===== config.mk =====
export PLATFORM = sky130hd
export DESIGN_NAME = vga_spi_line_fetch
export DESIGN_NICKNAME = d
export VERILOG_FILES = /design/src/rtl/vga_spi_line_fetch.sv
export SDC_FILE = /design/constraint.sdc
export NUM_CORES = 1
export LEC_CHECK = 0
export ABC_AREA = 1
export CORE_MARGIN = 2
export CORE_UTILIZATION = 63
export DETAILED_ROUTE_END_ITERATION = 8
export PLACE_DENSITY = 0.84
export SLEW_MARGIN = 40
export SYNTH_ARGS = -nofsm -noshare
export SYNTH_HDL_FRONTEND = slang
export SYNTH_SLANG_ARGS = --single-unit

===== constraint.sdc =====
create_clock -name clk -period 4.99 [get_ports clk]
set_input_delay 0.499 -clock clk [delete_from_list [all_inputs] [get_ports clk]]
set_output_delay 0.499 -clock clk [all_outputs]
set_load 0.05 [all_outputs]

===== src/rtl/vga_spi_line_fetch.sv =====
// vga_spi_line_fetch: streams one 1bpp scanline per line period from an SPI ROM
// (mode 0, READ 0x03) into a ping-pong line buffer and drives pixels from the other half.
// Ports:
//   clk, reset             pixel clock, synchronous active-high reset
//   i_hpos, i_vpos         beam position from the timing generator
//   i_hmax, i_vmax         last clock of line / last line of frame
//   i_visible              beam inside the visible area
//   spi_cs_n, spi_sclk     ROM chip select (low active), SPI clock at clk/2 idling low
//   spi_mosi, spi_miso     command/address out MSB first, ROM data in
//   o_pixel                registered pixel, 0 outside the visible area
//   o_busy                 SPI transaction in progress
//   o_underrun             1-clk pulse when a line swap or fetch could not complete
module vga_spi_line_fetch #(
   parameter int          LINE_BITS   = 160,
   parameter int          PIXEL_SHIFT = 2,
   parameter int          V_VIEW      = 480,
   parameter int          V_TOTAL     = 525,
   parameter logic [23:0] BASE_ADDR   = 24'h0
) (
   input  logic       clk,
   input  logic       reset,
   input  logic [9:0] i_hpos,
   input  logic [9:0] i_vpos,
   input  logic       i_hmax,
   input  logic       i_vmax,
   input  logic       i_visible,
   output logic       spi_cs_n,
   output logic       spi_sclk,
   output logic       spi_mosi,
   input  logic       spi_miso,
   output logic       o_pixel,
   output logic       o_busy,
   output logic       o_underrun
);
   localparam int LINE_BYTES = LINE_BITS / 8;
   localparam int CW = $clog2(LINE_BITS > 24 ? LINE_BITS : 24);
   typedef enum logic [1:0] {IDLE, CMD, ADDR, DATA} state_t;
   state_t state;
   logic ph, pend, fill_ready, disp_sel;
   logic [CW-1:0] cnt;
   logic [31:0] sh;
   logic [23:0] pend_addr, addr, saddr;
   logic [LINE_BITS-1:0] buf0, buf1, disp_buf, pix;
   logic [9:0] n, f, idx;
   logic go, last, done, start;
   assign o_busy = ~spi_cs_n;
   always_comb begin
      n        = i_vmax ? 10'd0 : i_vpos + 10'd1;
      f        = (n == 10'(V_TOTAL - 1)) ? 10'd0 : n + 10'd1;
      go       = f < 10'(V_VIEW);
      addr     = BASE_ADDR + 24'(f) * 24'(LINE_BYTES);
      last     = (state == CMD)  ? cnt == CW'(7) :
                 (state == ADDR) ? cnt == CW'(23) : cnt == CW'(LINE_BITS - 1);
      done     = state == DATA && ph && cnt == CW'(LINE_BITS - 1);
      // a fetch requested while a transaction was being aborted starts one clk later
      start    = state == IDLE && (i_hmax ? go : pend);
      saddr    = i_hmax ? addr : pend_addr;
      idx      = i_hpos >> PIXEL_SHIFT;
      disp_buf = disp_sel ? buf1 : buf0;
      // shifting the line right makes out-of-range indices read as 0
      pix      = disp_buf >> idx;
   end
   always_ff @(posedge clk) begin
      if (reset) begin
         state      <= IDLE;
         ph         <= 1'b0;
         cnt        <= '0;
         sh         <= '0;
         pend       <= 1'b0;
         pend_addr  <= '0;
         fill_ready <= 1'b0;
         disp_sel   <= 1'b0;
         buf0       <= '0;
         buf1       <= '0;
         spi_cs_n   <= 1'b1;
         spi_sclk   <= 1'b0;
         spi_mosi   <= 1'b0;
         o_pixel    <= 1'b0;
         o_underrun <= 1'b0;
      end else begin
         o_pixel    <= i_visible & pix[0];
         o_underrun <= 1'b0;
         if (start) begin
            state    <= CMD;
            ph       <= 1'b0;
            cnt      <= '0;
            pend     <= 1'b0;
            spi_cs_n <= 1'b0;
            spi_sclk <= 1'b0;
            spi_mosi <= 1'b0;
            sh       <= {8'h03, saddr} << 1;
         end else if (state != IDLE) begin
            ph       <= ~ph;
            spi_sclk <= ~ph;
            if (ph) begin
               spi_mosi <= sh[31];
               sh       <= {sh[30:0], 1'b0};
               cnt      <= last ? '0 : cnt + 1'b1;
               if (state == DATA) begin
                  if (disp_sel) buf0[cnt] <= spi_miso;
                  else buf1[cnt] <= spi_miso;
               end
               if (last) begin
                  state <= (state == CMD) ? ADDR : (state == ADDR) ? DATA : IDLE;
                  if (state == DATA) begin
                     spi_cs_n   <= 1'b1;
                     fill_ready <= 1'b1;
                  end
               end
            end
         end
         if (i_hmax) begin
            // a fetch finishing on this very clk still counts as complete
            if (fill_ready || done) begin
               disp_sel   <= ~disp_sel;
               fill_ready <= 1'b0;
            end else if (n < 10'(V_VIEW)) o_underrun <= 1'b1;
            if (state != IDLE) begin
               state     <= IDLE;
               spi_cs_n  <= 1'b1;
               spi_sclk  <= 1'b0;
               spi_mosi  <= 1'b0;
               pend      <= go;
               pend_addr <= addr;
               if (!done) o_underrun <= 1'b1;
            end else pend <= 1'b0;
         end
      end
   end
endmodule


# Word-level counts from Yosys, hierarchy flattened
# Index checks and enable logic that the tools add are counted.
[classes] addsub=3 n_mul=1 div_mod_pow=0 n_lt_le_gt_ge=4 eq_ne=7 shifts=1 mux=53 n_bitwise=6 n_reduce_logical=18
[op_table] operator="160-bit bitwise mux" n=2
[op_table] operator="160-bit 2-to-1 mux" n=1
[op_table] operator="160-bit by 8-bit >> shifter with 1-bit output" n=1
[op_table] operator="27-bit 2-to-1 mux" n=3
[op_table] operator="1-bit 2-to-1 mux" n=34
[op_table] operator="10-bit by 1-bit adder with 10-bit output (second input constant)" n=2
[op_table] operator="10-bit by 9-bit less-than comparator with 1-bit output (second input constant)" n=2
[op_table] operator="10-bit 2-to-1 mux" n=2
[op_table] operator="2-bit 2-to-1 mux" n=8
[op_table] operator="15-bit 2-to-1 mux" n=1
[op_table] operator="10-bit by 3-bit multiplier with 13-bit output (second input constant)" n=1
[op_table] operator="10-bit == test (second input constant)" n=1
[op_table] operator="5-bit AND reduction" n=2
[op_table] operator="8-bit by 9-bit less-than comparator with 1-bit output (second input constant)" n=1
[op_table] operator="8-bit by 1-bit adder with 8-bit output (second input constant)" n=1
[op_table] operator="1-bit demux with 8-bit select" n=1
[op_table] operator="8-bit by 3-bit == test with 1-bit output (second input constant)" n=1
[op_table] operator="8-bit by 5-bit == test with 1-bit output (second input constant)" n=1
[op_table] operator="8-bit == test (second input constant)" n=1
[op_table] operator="8-bit by 1-bit greater-or-equal comparator with 1-bit output (second input constant)" n=1
[op_table] operator="8-bit 2-to-1 mux" n=1
[op_table] operator="2-bit AND reduction" n=4
[op_table] operator="2-bit nonzero test" n=4
[op_table] operator="1-bit inverter" n=5
[op_table] operator="7 further kinds" n=12
[word_totals] reg_bits=383 latchBits=0 mem_bits_rw=0 mem_bits_ro=0 inputBits=26 out_inout_bits=6 wordCells=109 memories=0

# Logic depth before layout (Yosys ltp)
[logic_depth] depth_word=10 ltp_mapped=29

# Least setup slack after synthesis
# OpenSTA, ideal clock, no wires.
[synth_timing] path_kind="input -> register" startpoint="in i_vpos[0]" endpoint="reg sh[12]" setup_time_ns=0.143 arrival_time_ns=3.497 required_ns=4.847 setup_slack_ns=1.349 cell_stages=23 n_path_buf=0 cell_sequence="ha_1 inv_1 nor2_1 inv_1 ha_1 nand4_1 nor2_1 nand2_1 inv_1 nor3b_1 ha_1 ha_1 inv_1 fa_1 o21ai_0 a21oi_1 o21ai_0 xor2_1 o21ai_0 nand3_1 nand2_1 inv_1 a21oi_2"
[synth_between] elab_chain_len=9 word_cells_on_any_way=14
[synth_lines] element="start: declaration" line_no="23" text="input logic [9:0] i_vpos,"
[synth_lines] element="10-bit by 1-bit adder with 10-bit output *" line_no="48" text="n = i_vmax ? 10'd0 : i_vpos + 10'd1;"
[synth_lines] element="10-bit 2-to-1 mux *" line_no="48"
[synth_lines] element="10-bit by 1-bit adder with 10-bit output / 10-bit == test (equally long branches)" line_no="49" text="f = (n == 10'(V_TOTAL - 1)) ? 10'd0 : n + 10'd1;"
[synth_lines] element="10-bit 2-to-1 mux *" line_no="49"
[synth_lines] element="branches (longest 5 deep; another with 10-bit by 3-bit multiplier with 13-bit output)"
[synth_lines] element="end signal: assignment" line_no="91" text="sh <= {8'h03, saddr} << 1;"
[synth_lines] element="end signal: assignment" line_no="97" text="sh <= {sh[30:0], 1'b0};"
[synth_lines] element="end: declaration" line_no="41" text="logic [31:0] sh;"
# Every way passes the cells marked *.
# A chain may end at the register's enable or synchronous reset.

# Worst setup path in the final report
# Same ends and word-level chain as after synthesis.

==> out/metrics.yaml <==
post_drt_wl_per_cell_um: 19.5
path_max_fanout: 5
p_int_w: 0.00496
die_area_um2: 33500
busiest_layer: "met2"
yosysTopAreaCellShare: 0.377
p_per_area_nw_per_um2: 305
vdd_ir_drop_max_uv: 245
synth_area_leaders: "dfxtp_1 38%, nand2_1 10%, nand3_1 7.2%"
synth_cell_type_count: 45
grt_pass1_wl_mm: 102
critPathLaunchType: "input port"
cp.arrival_ns: 4.60
met3_usage: 0.0653
dpl.hpwl_mm: 34.8
die_height_um: 183
place_congestion: 0.847
yosysSeqAreaShare: 0.377
area_growth_pct: 7.25
portBuffers: 29
post-route-min-period_ns: 4.20
ant_nets: 0
switching_share: 0.249
numCtsBuffers: 41
antenna_found_initial: 1
min_path_type: "input port to flop"
pwr-share-clk: 0.464
tritoncts: "built"
core_area_um2: 31600
comb_power_share: 0.072
rsz0062_at_grt: "false"
drtIter0Drc: 3148
async_reset_ff_frac: 0
drive_gt1_frac: 0.0701
leakage_nw: 6.87
cts.repair.resized: 0
htreeDepth: 2
io_pins: 32
path_class: "input port to flop"
dieWidth_um: 183
power.share.sequential: 0.464
met1_usage: 0.473
drv_slew: 0
clockRootBuffer: "clkbuf_16"
required_ns: 5.39
synth_cells: 2976
cts.path.max_buffers: 3
cap_violations: 0
postCtsSetupBuffers: 0
status: "finished, final reports clean"
p_sw_w: 0.00165
max-slew-margin-rel: 0.400
endpoint_kind: "flop"
yosys.area.top_type: "dfxtp_1"
ys_seq_elements: 381
rows: 65
clock_skew_ns: 0.0199
cts_num_sinks: 381
ys_warn_count: 0
dpl.cell_count: 3165
first_global_vias: 20400
fin_nets: 2862
ys.flop_type: "dfxtp_1"
final_cells: 3241
fin_tns_setup_ns: 0
fmax_ghz: 0.238
period_share: 0.842
synth-edff-count: 0
firstDrtPassIters: 6
grt_max_degree: 198
r2r_slack_ns: 1.61
clk_pin_slew_ns: 0.07
grt_usage: 0.366
start_util: 0.641
finalSetupViolCount: 0
avgSynthCellArea_um2: 6.79
met2_usage: 0.591
syn_nets: 3030
cts_hold_buf: 0
clk_latency_ns: 0.54
drc: 0
hold_viol: 0
grt-ovfl-total: 0
syn_area_um2: 20200
wirelength_mm: 63.3
worst_pin_slew_ns: 0.899
via_per_inst: 6.72
vias: 21800
-- placed cells by master, fill, tap and decap left out, types with 25 or more instances in the layout --
cell and n:
a21oi_1 224, nor2_1 316, nor4_1 127, inv_1 112, dfxtp_1 380, nand3_1 292, a31oi_1 128, ha_1 27
o21ai_0 199, clkbuf_16 43, clkdlybuf4s50_1 25, nand2_1 559, nand3_2 25, o22ai_1 38, nor3_1 129, o221ai_1 40
-- sequential cells by signal, indices dropped and copies added, names as in the netlist --
name        cells
spi_mosi        1
spi_sclk        1
pend_addr      13
state           2
spi_cs_n        1
sh             29
buf0          160
buf1          160
fill_ready      1
disp_sel        1
pend            1
o_underrun      1
o_pixel         1
ph              1
cnt             8
-- metal layers --
metal	vias to the layer above	wire, um
met5	-	0
met4	0	2970
met3	250	7500
met2	1490	28500
met1	10000	24300
li1	9979	-
-- Yosys cell counts (15+ instances only) --
master and instances:
buf_1 15, nand2_1 561, a21oi_2 15, ha_1 27
buf_2 48, nand3_2 25, o22ai_1 38, inv_1 122
clkbuf_1 205, o221ai_1 40, nor4_1 127, nand3_1 292
nor2_1 318, dfxtp_1 381, a31oi_1 128, nor3_1 130
o21ai_0 199, a21oi_1 224
-- critical path, stage by stage --
cell,delay (ns)
clkdlybuf4s50_1,0.57
ha_1,0.24
nand2_1,0.12
nor2_2,0.16
nand2_1,0.08
nand2_1,0.07
nand3_2,0.10
nand2_1,0.09
nor2_1,0.05
nand2_1,0.11
inv_1,0.10
nor3b_1,0.31
ha_1,0.22
ha_1,0.17
inv_1,0.05
fa_1,0.40
o21ai_0,0.37
a21oi_1,0.11
o21ai_0,0.21
xor2_1,0.21
o21ai_0,0.10
nand3_1,0.09
nand2_1,0.05
inv_1,0.07
a21oi_2,0.05
-- per-stage QoR --
step / hold WS (ns) / power (W) / setup WS [ns] / utilization / area (um^2)
2_1_floorplan: 0.421 / 0.00345 / 1.35 / - / 20200
5_1_grt: 0.407 / 0.00675 / 0.401 / 0.687 / 21700
6_report: 0.386 / 0.00661 / 0.788 / 0.687 / 21700
3_5_place_dp: 0.444 / 0.00359 / 0.315 / 0.643 / 20300
4_1_cts: 0.444 / 0.00657 / 0.851 / 0.685 / 21600
3_3_place_gp: 0.440 / 0.00357 / 0.449 / 0.640 / 20200
-- kinds of logic (layout without fill, tap and decap cells) --
group	Yosys count	after routing	synth area share
buf+inv	400	262	0.0788
simple gates	1494	1494	0.335
flops	381	381	0.377
xor+xnor	9	9	0.00390
other cells	0	1	0
fa+ha+maj	28	28	0.0177
compound gates	664	664	0.187
-- path summary, 6_finish.rpt --
path	cells after the start	end	startpoint
max	25	sh[12]	i_vpos[0]
min	3	buf0[15]	spi_miso
max reg2reg	11	buf1[89]	state[0]
min reg2reg	2	buf0[24]	buf0[24]
-- layout make-up --
cell class / instances / area, um^2
multi-input cells: 2195 / 11000
clock inverters: 15 / 114
fillers: 2595 / 9870
well taps: 402 / 503
flip-flops and latches: 381 / 7630
repair buffers: 60 / 689
diodes: 1 / 2.50
inverters: 129 / 493
clock buffers: 58 / 1230
-- power groups by stage --
stage | clock network (W) | logic (W) | registers, W
after global routing | 0.00318 | 0.000503 | 0.00307
after global placement | 0 | 0.000439 | 0.00314
after CTS | 0.00305 | 0.000452 | 0.00307
final | 0.00307 | 0.000473 | 0.00307
after detailed placement | 0 | 0.000449 | 0.00314
after floorplan | 0 | 0.000310 | 0.00314
No activity file was read; power rests on OpenSTA's default activity.
